`src/rtl/seg7_pkg.sv`:
```
// seg7_pkg: shared 7-segment hex codes, anode one-hot constants and scan-decoder states
package seg7_pkg;
    localparam logic [0:15][6:0] SEG_HEX = {
        7'h40, 7'h79, 7'h24, 7'h30, 7'h19, 7'h12, 7'h02, 7'h78,
        7'h00, 7'h10, 7'h08, 7'h03, 7'h46, 7'h21, 7'h06, 7'h0E
    };
    localparam logic [3:0] AN0 = 4'b1110;
    localparam logic [3:0] AN1 = 4'b1101;
    localparam logic [3:0] AN2 = 4'b1011;
    localparam logic [3:0] AN3 = 4'b0111;
    localparam logic [3:0] AN_BLANK = 4'b1111;
    typedef enum logic {HUNT, TRACK} state_t;
endpackage

```
`src/rtl/seg7_decode.sv`:
```
// seg7_decode: active-low segment pattern to hex value, inverse of the display encoder
module seg7_decode
    import seg7_pkg::*;
(
    input  logic [6:0] seg,
    output logic       legal,
    output logic [3:0] value
);
    always_comb begin
        legal = 1'b0;
        value = 4'd0;
        for (int i = 0; i < 16; i++)
            if (seg == SEG_HEX[i]) begin
                legal = 1'b1;
                value = 4'(i);
            end
    end
endmodule

```
`src/rtl/seg_scan_decoder.sv`:
```
// seg_scan_decoder: samples a multiplexed 7-segment scan bus and rebuilds 4-digit frames
module seg_scan_decoder
    import seg7_pkg::*;
#(
    parameter int STABLE_CYCLES  = 4,
    parameter int TIMEOUT_CYCLES = 2_000_000
) (
    input  logic        clk,
    input  logic        rst,
    input  logic [6:0]  seg,
    input  logic [3:0]  anode,
    output logic [15:0] digits,
    output logic        frame_valid,
    output logic        frame_changed,
    output logic        locked,
    output logic        seg_err,
    output logic        scan_err
);
    localparam int SW = $clog2(STABLE_CYCLES);
    localparam int WW = $clog2(TIMEOUT_CYCLES);
    logic [10:0] s1, s2, prev;
    logic [SW-1:0] stab_cnt;
    logic [WW-1:0] wd;
    logic [3:0] seen, newbit;
    logic [3:0][3:0] shadow, merged;
    logic [1:0] slot;
    logic [3:0] an, value;
    logic [6:0] sg;
    logic legal, same, accept, blank, one_hot, store, commit, timeout;
    state_t state;
    seg7_decode u_dec (.seg(sg), .legal(legal), .value(value));
    always_comb begin
        an = s2[10:7];
        sg = s2[6:0];
        same = s2 == prev;
        accept = same && stab_cnt == SW'(STABLE_CYCLES - 2);
        blank = an == AN_BLANK;
        one_hot = an == AN0 || an == AN1 || an == AN2 || an == AN3;
        slot = an == AN0 ? 2'd0 : an == AN1 ? 2'd1 : an == AN2 ? 2'd2 : 2'd3;
        newbit = 4'b0001 << slot;
        merged = shadow;
        merged[slot] = value;
        store = accept && one_hot && legal;
        commit = store && (seen | newbit) == 4'b1111;
        timeout = state == TRACK && wd == WW'(TIMEOUT_CYCLES - 1);
    end
    // Sync regs reset to the idle blank code so the first samples never look like a scan fault.
    always_ff @(posedge clk) begin
        if (rst) begin
            s1 <= '1;
            s2 <= '1;
            prev <= '1;
            stab_cnt <= '0;
            wd <= '0;
            seen <= '0;
            shadow <= '0;
            digits <= '0;
            frame_valid <= 1'b0;
            frame_changed <= 1'b0;
            locked <= 1'b0;
            seg_err <= 1'b0;
            scan_err <= 1'b0;
            state <= HUNT;
        end else begin
            s1 <= {anode, seg};
            s2 <= s1;
            prev <= s2;
            stab_cnt <= !same ? '0 : stab_cnt == SW'(STABLE_CYCLES - 1) ? stab_cnt : stab_cnt + 1'b1;
            wd <= (accept && !blank) ? '0 : wd == WW'(TIMEOUT_CYCLES - 1) ? wd : wd + 1'b1;
            frame_valid <= 1'b0;
            frame_changed <= 1'b0;
            seg_err <= accept && one_hot && !legal;
            scan_err <= accept && !blank && !one_hot;
            if (timeout) begin
                state <= HUNT;
                locked <= 1'b0;
                seen <= '0;
            end
            if (store) begin
                shadow <= merged;
                seen <= seen | newbit;
            end
            if (commit) begin
                digits <= merged;
                frame_valid <= 1'b1;
                frame_changed <= state == HUNT || merged != digits;
                seen <= '0;
                state <= TRACK;
                locked <= 1'b1;
            end
        end
    end
endmodule

```
`config.mk`:
```
export PLATFORM = sky130hd
export DESIGN_NAME = seg_scan_decoder
export DESIGN_NICKNAME = d
export VERILOG_FILES = /design/src/rtl/seg7_pkg.sv /design/src/rtl/seg7_decode.sv /design/src/rtl/seg_scan_decoder.sv
export SDC_FILE = /design/constraint.sdc
export NUM_CORES = 1
export LEC_CHECK = 0
export CORE_UTILIZATION = 45
export CTS_CLUSTER_DIAMETER = 80
export DETAILED_ROUTE_END_ITERATION = 7
export PLACE_DENSITY = 0.75
export SYNTH_ARGS = -nofsm -noshare
export SYNTH_HDL_FRONTEND = slang
export SYNTH_HIERARCHICAL = 1
export SYNTH_SLANG_ARGS = --single-unit
```
`constraint.sdc`:
```
create_clock -name clk -period 3.58 [get_ports clk]
set_input_delay 0.895 -clock clk [delete_from_list [all_inputs] [get_ports clk]]
set_output_delay 0.895 -clock clk [all_outputs]
set_load 0.02 [all_outputs]
```
**Word level (Yosys, flattened, before mapping)**

Cells that the tools add are included.

- Input bits: 13
- Register bits: 97

- Equal/unequal tests: 26
- Add/sub/neg operators: 2
- Mux-type cells: 42
- Bitwise logic cells: 4
- Shift operators: 1
- Reduce and logical (&&, ||, !) cells: 23
- $lt $le $gt $ge: 2

Operators by type and width:

| cell | count |
|---|---|
| 4-bit 2-to-1 mux | 11 |
| 7-bit equality test, second input constant | 4 |
| 21-bit by 1-bit adder with 21-bit output, second input constant | 1 |
| 21-bit equality test, second input constant | 1 |
| 7-bit by 5-bit equality test with 1-bit output, second input constant | 3 |
| 7-bit by 6-bit equality test with 1-bit output, second input constant | 3 |
| 1-bit 2-to-1 mux | 21 |
| 4-bit equality test, second input constant | 5 |
| 16-bit bitwise mux | 1 |
| 16-bit != test | 1 |
| 7-bit by 2-bit equality test with 1-bit output, second input constant | 2 |
| 7-bit by 4-bit equality test with 1-bit output, second input constant | 2 |
| 3-bit 2-to-1 mux | 4 |
| 11-bit equality test | 1 |
| 1-bit logical AND | 9 |
| 4-bit demux with 2-bit select | 1 |
| 2-bit 2-to-1 mux | 4 |
| 2-bit OR reduction | 4 |
| 7-bit by 3-bit equality test with 1-bit output, second input constant | 1 |
| 7-bit zero test | 1 |
| 2-bit equality test, second input constant | 2 |
| 4-bit by 3-bit equality test with 1-bit output, second input constant | 1 |
| 1-bit logical OR | 4 |
| 4-bit OR | 1 |
| other kinds (7) | 12 |

**Longest topological paths before layout**

- Depth after elaboration: 21
- Mapped depth: 12
- Mapped depth without buffers: 10

**By module**

The synthesis kept the hierarchy.

Modules (own cells, without submodules):

| module | cells each | sequential area each (um2) | instances | area each (um2) |
|---|---|---|---|---|
| seg_scan_decoder | 422 | 1941.9 | 1 | 4235.3 |
| seg7_decode | 50 | 0.0 | 1 | 354.1 |

**Worst setup path before layout**

No wires, ideal clock.

- Path type: register to register
- From: register s2[3]
- To: register frame_changed
- Arrival: 2368 ps
- Period minus slack after synthesis: 2499 ps
- Data required time: 3449 ps
- Cell stages (with the launch flop): 11
- Library setup time: 131 ps
- Slack: 1081 ps
- Cells stage by stage: dfxtp_1 buf_2 nor4b_1 a32oi_1 o21ai_0 inv_1 a21oi_1 a21oi_1 or3_1 nor4_1 a31oi_1

RTL lines:

| element | RTL line | RTL |
|---|---|---|
| start: declaration | seg_scan_decoder.sv:21 | `logic [10:0] s1, s2, prev;` |
| start signal: assignment | seg_scan_decoder.sv:51 | `s2 <= '1;` |
| start signal: assignment | seg_scan_decoder.sv:66 | `s2 <= s1;` |
| 7-bit equality test | seg7_decode.sv:13 | `if (seg == SEG_HEX[i]) begin` |
| 1-bit 2-to-1 mux | seg7_decode.sv:13 |  |
| 2-bit 2-to-1 mux (2 in series) | seg7_decode.sv:13 |  |
| 3-bit 2-to-1 mux (4 in series) | seg7_decode.sv:13 |  |
| 4-bit 2-to-1 mux (7 in series) | seg7_decode.sv:13 |  |
| 4-bit 2-to-1 mux (*) | seg7_decode.sv:13 |  |
| net value[0] | seg_scan_decoder.sv:27 | `logic [3:0] an, value;` |
| 16-bit bitwise mux (*) | seg_scan_decoder.sv:42 | `merged[slot] = value;` |
| 16-bit != test (*) | seg_scan_decoder.sv:86 | `frame_changed <= state == HUNT \|\| merged != digits;` |
| 1-bit logical OR (*) | seg_scan_decoder.sv:86 |  |
| end signal: assignment | seg_scan_decoder.sv:86 |  |
| end: declaration | seg_scan_decoder.sv:14 | `output logic frame_changed,` |

Mark *: on every way through the listed nets, which the timed path passes. The rest lies on a longest branch.
A chain may end at the register's enable or synchronous reset.

**Final worst setup path**

- From: register s2[0]
- To: register frame_changed

Same word-level chain as after synthesis.

==> impl_metrics.ini <==
[clock_tree]
root_buffer = clkbuf_8
numCtsBuffers = 9
clk_path_buf_depth = 2
cts_setup_buffers = 0
htree_levels = 3
cts_tree = yes
cts-resized-gates = 0
cts.sinks = 97
cts_hold_buf = 0
clk_latency_ns = 0.36
clkTransAtPathRegs_ns = 0.10

[synth]
syn-instance-count = 472
ys_top_cells_by_count = 97 x dfxtp_1, 52 x nor2_1, 34 x or2_2
yosysWarnings = 6
synth-edff-count = 0
yosys-top-cells-area = dfxtp_1 42%, mux2i_1 5.7%, xor2_1 5.5%, or2_2 4.6%, nor2_1 4.3%
synth_area_um2 = 4589
synthMuxAreaShare = 0.05671
yosysMostFrequentCell = dfxtp_1
synth_ff_type = dfxtp_1
synth-xor-area-share = 0.1025
synth_top_family_by_area = simple AND/OR/NAND/NOR gates
yosys.area_share.simple = 0.2505
synth_compound_area_frac = 0.1150
ys_types = 69
synthArstFlopShare = 0
synth_fa_ha_area_frac = 0.01036
synth_fp_nets = 488
ys_seq_elements = 97
synth.avg_cell_area_um2 = 9.723
yosysTopAreaCell = dfxtp_1
ys_seq_area_frac = 0.4231
synth.top_cell.area_share = 0.4231

[routing]
via_count = 3394
wl_um = 8779
post_drt_wl_per_cell_um = 13.87
drc = 0
firstDrtPassIters = 5
drt_iter0_drc = 136
ant_nets = 0
drt-vias-per-instance = 5.362

[sta]
setup_viol = 0
timing.setup.tns_ns = 0
maxSlewHeadroom = 0.3642
min_period_ns = 3.161
drv_slew = 0
fin_crit_sh = 0.8831
tightest_slew_ns = 0.9437
fmax_mhz = 316.3
setup_slack_ns = 0.4186
timing_hold_violations_final = 0
rsz0062_at_grt = false
clock-skew-final_ns = 0.009384

[grt]
grt_pass1_wl_um = 14580
grt_pass1_vias = 3189
antenna_found_initial = 0
grt-ovfl-total = 0
grt_max_degree = 60
track_usage = 0.1775

[layout]
drive_gt1_frac = 0.1580
fin_util = 0.5252
nets = 511
area_growth_pct = 12.38
n_antenna_cell = 0

[setup_path]
worstPathRequired_ns = 3.80
arrival_ns = 3.38
crit_path_end_kind = register
crit_top_cell = a21oi_1
critPathMaxFanout = 15
critical-path-max-stage-delay_ns = 0.76
worst_path_max_delay_cell = o21ai_0
crit_type = register to register
crit_chain = nor4b_1 -> a32oi_1 -> o21ai_0 -> inv_1 -> a21oi_1 -> a21oi_1 -> or3_1 -> nor4_1 -> a31oi_1
startpoint_type = register

[floorplanning]
start_util = 0.4674
die_h_um = 103.0
io_pins = 34
core_area_um2 = 9819
die-area_um2 = 10610
die_x_um = 103.0
placementRows = 36

[worst_hold_path]
min_path_type = register to register

[power_and_ir_drop]
p_leak_uw = 0.001820
cellPowerDensity_nw_per_um2 = 378.0
ir_drop_v = 0.0002291

[place]
io_buffers = 33
dp_slack_ns = 0.5237
gp_congestion = 0.8751
dp_hpwl_um = 6055

[outcome]
status = complete, no violations

[flow_run]
drv_cap = 0
## final timing paths
check / slack [ns] / cells after the start / start / end
min: 0.41 / 1 / s1[4] / s2[4]
max reg2reg: 0.42 / 9 / s2[0] / frame_changed
max: 0.42 / 9 / s2[0] / frame_changed
min reg2reg: 0.41 / 1 / s1[4] / s2[4]
## cells by family (layout without fill, tap and decap cells)
group / Yosys count / in the layout
AOI/OAI and AO/OA: 66 / 66
xor gates and xnor gates: 52 / 52
adders and majority gates: 4 / 4
buffers and inverters: 32 / 60
DFF: 97 / 97
muxes: 26 / 26
and+or+nand+nor: 195 / 195
## critical path: cells and delay by family (launching register included)
kind            cells  cell delay, ns
compound gates      5            1.21
buf+inv             1            0.24
simple gates        3            0.94
flops               1            0.62
## state kept, by name, summed over array words and instances, names as in the netlist
name           count
wd                21
digits            16
shadow            16
prev              11
s1                11
s2                11
seen               4
stab_cnt           2
frame_changed      1
frame_valid        1
locked             1
scan_err           1
seg_err            1
## area by class of cell
class | count | area (µm²)
multi-input combinational | 343 | 2456
sequential | 97 | 1942
inverter | 6 | 22.52
timing repair buffer | 38 | 367.9
fill | 941 | 4662
clock inverter | 5 | 61.31
clock buffer | 11 | 141.4
tap | 133 | 166.4
## power by group
| group | switching (µW) | internal (µW) | leakage, µW |
|---|---|---|---|
| clock | 373 | 348 | 0.000104 |
| combinational | 54.3 | 54.1 | 0.000927 |
| sequential | 23.9 | 1100 | 0.000789 |
| total | 451 | 1500 | 0.00182 |
## stage by stage
step | cells | instance area (µm²) | power [µW] | hold WS [ns]
after global placement | 617 | 4955 | 1251 | 0.3926
after floorplan | 472 | 4589 | 1227 | 0.3895
after global routing | 633 | 5157 | 2026 | 0.4263
after CTS | 633 | 5157 | 1973 | 0.4143
after detailed placement | 617 | 4955 | 1255 | 0.3933
final | 633 | 5157 | 1950 | 0.4128
## routing by layer
metal	part of all wire	up-vias	track usage	wire, µm
met1	0.47	1594	0.2265	4124
met4	0.029	0	0.09534	255
met5	0	-	0	0
li1	-	1690	-	-
met2	0.46	88	0.2810	4014
met3	0.044	22	0.03797	385
## layout by cell type, fill, tap and decap left out, types with 2 or more instances in the layout
| master | synthesis | final |
|---|---|---|
| nand2b_1 | 11 | 11 |
| inv_6 | 0 | 2 |
| clkbuf_8 | 0 | 10 |
| nand4_1 | 5 | 5 |
| nand2_1 | 21 | 21 |
| a211oi_1 | 6 | 6 |
| and3_1 | 4 | 4 |
| xor2_1 | 29 | 29 |
| a21oi_1 | 11 | 11 |
| a31oi_1 | 2 | 2 |
| or2_2 | 34 | 34 |
| buf_4 | 4 | 5 |
| a32oi_1 | 2 | 2 |
| nor4bb_1 | 3 | 3 |
| nor3_2 | 3 | 3 |
| nand3_1 | 16 | 16 |
| inv_1 | 6 | 6 |
| nor2_1 | 52 | 52 |
| or3_1 | 4 | 4 |
| and4_1 | 6 | 6 |
| o2bb2ai_1 | 9 | 9 |
| nor4_4 | 2 | 2 |
| o21ai_0 | 9 | 9 |
| nor3_1 | 8 | 8 |
| nand4b_1 | 2 | 2 |
| ha_1 | 3 | 3 |
| o2bb2ai_2 | 7 | 7 |
| a21boi_0 | 4 | 4 |
| nand3b_1 | 3 | 3 |
| clkdlybuf4s50_1 | 0 | 33 |
| mux2i_1 | 26 | 26 |
| nor4_1 | 6 | 6 |
| xor2_2 | 2 | 2 |
| xnor2_1 | 21 | 21 |
| dfxtp_1 | 97 | 97 |
No activity file was read; power rests on OpenSTA's default activity.
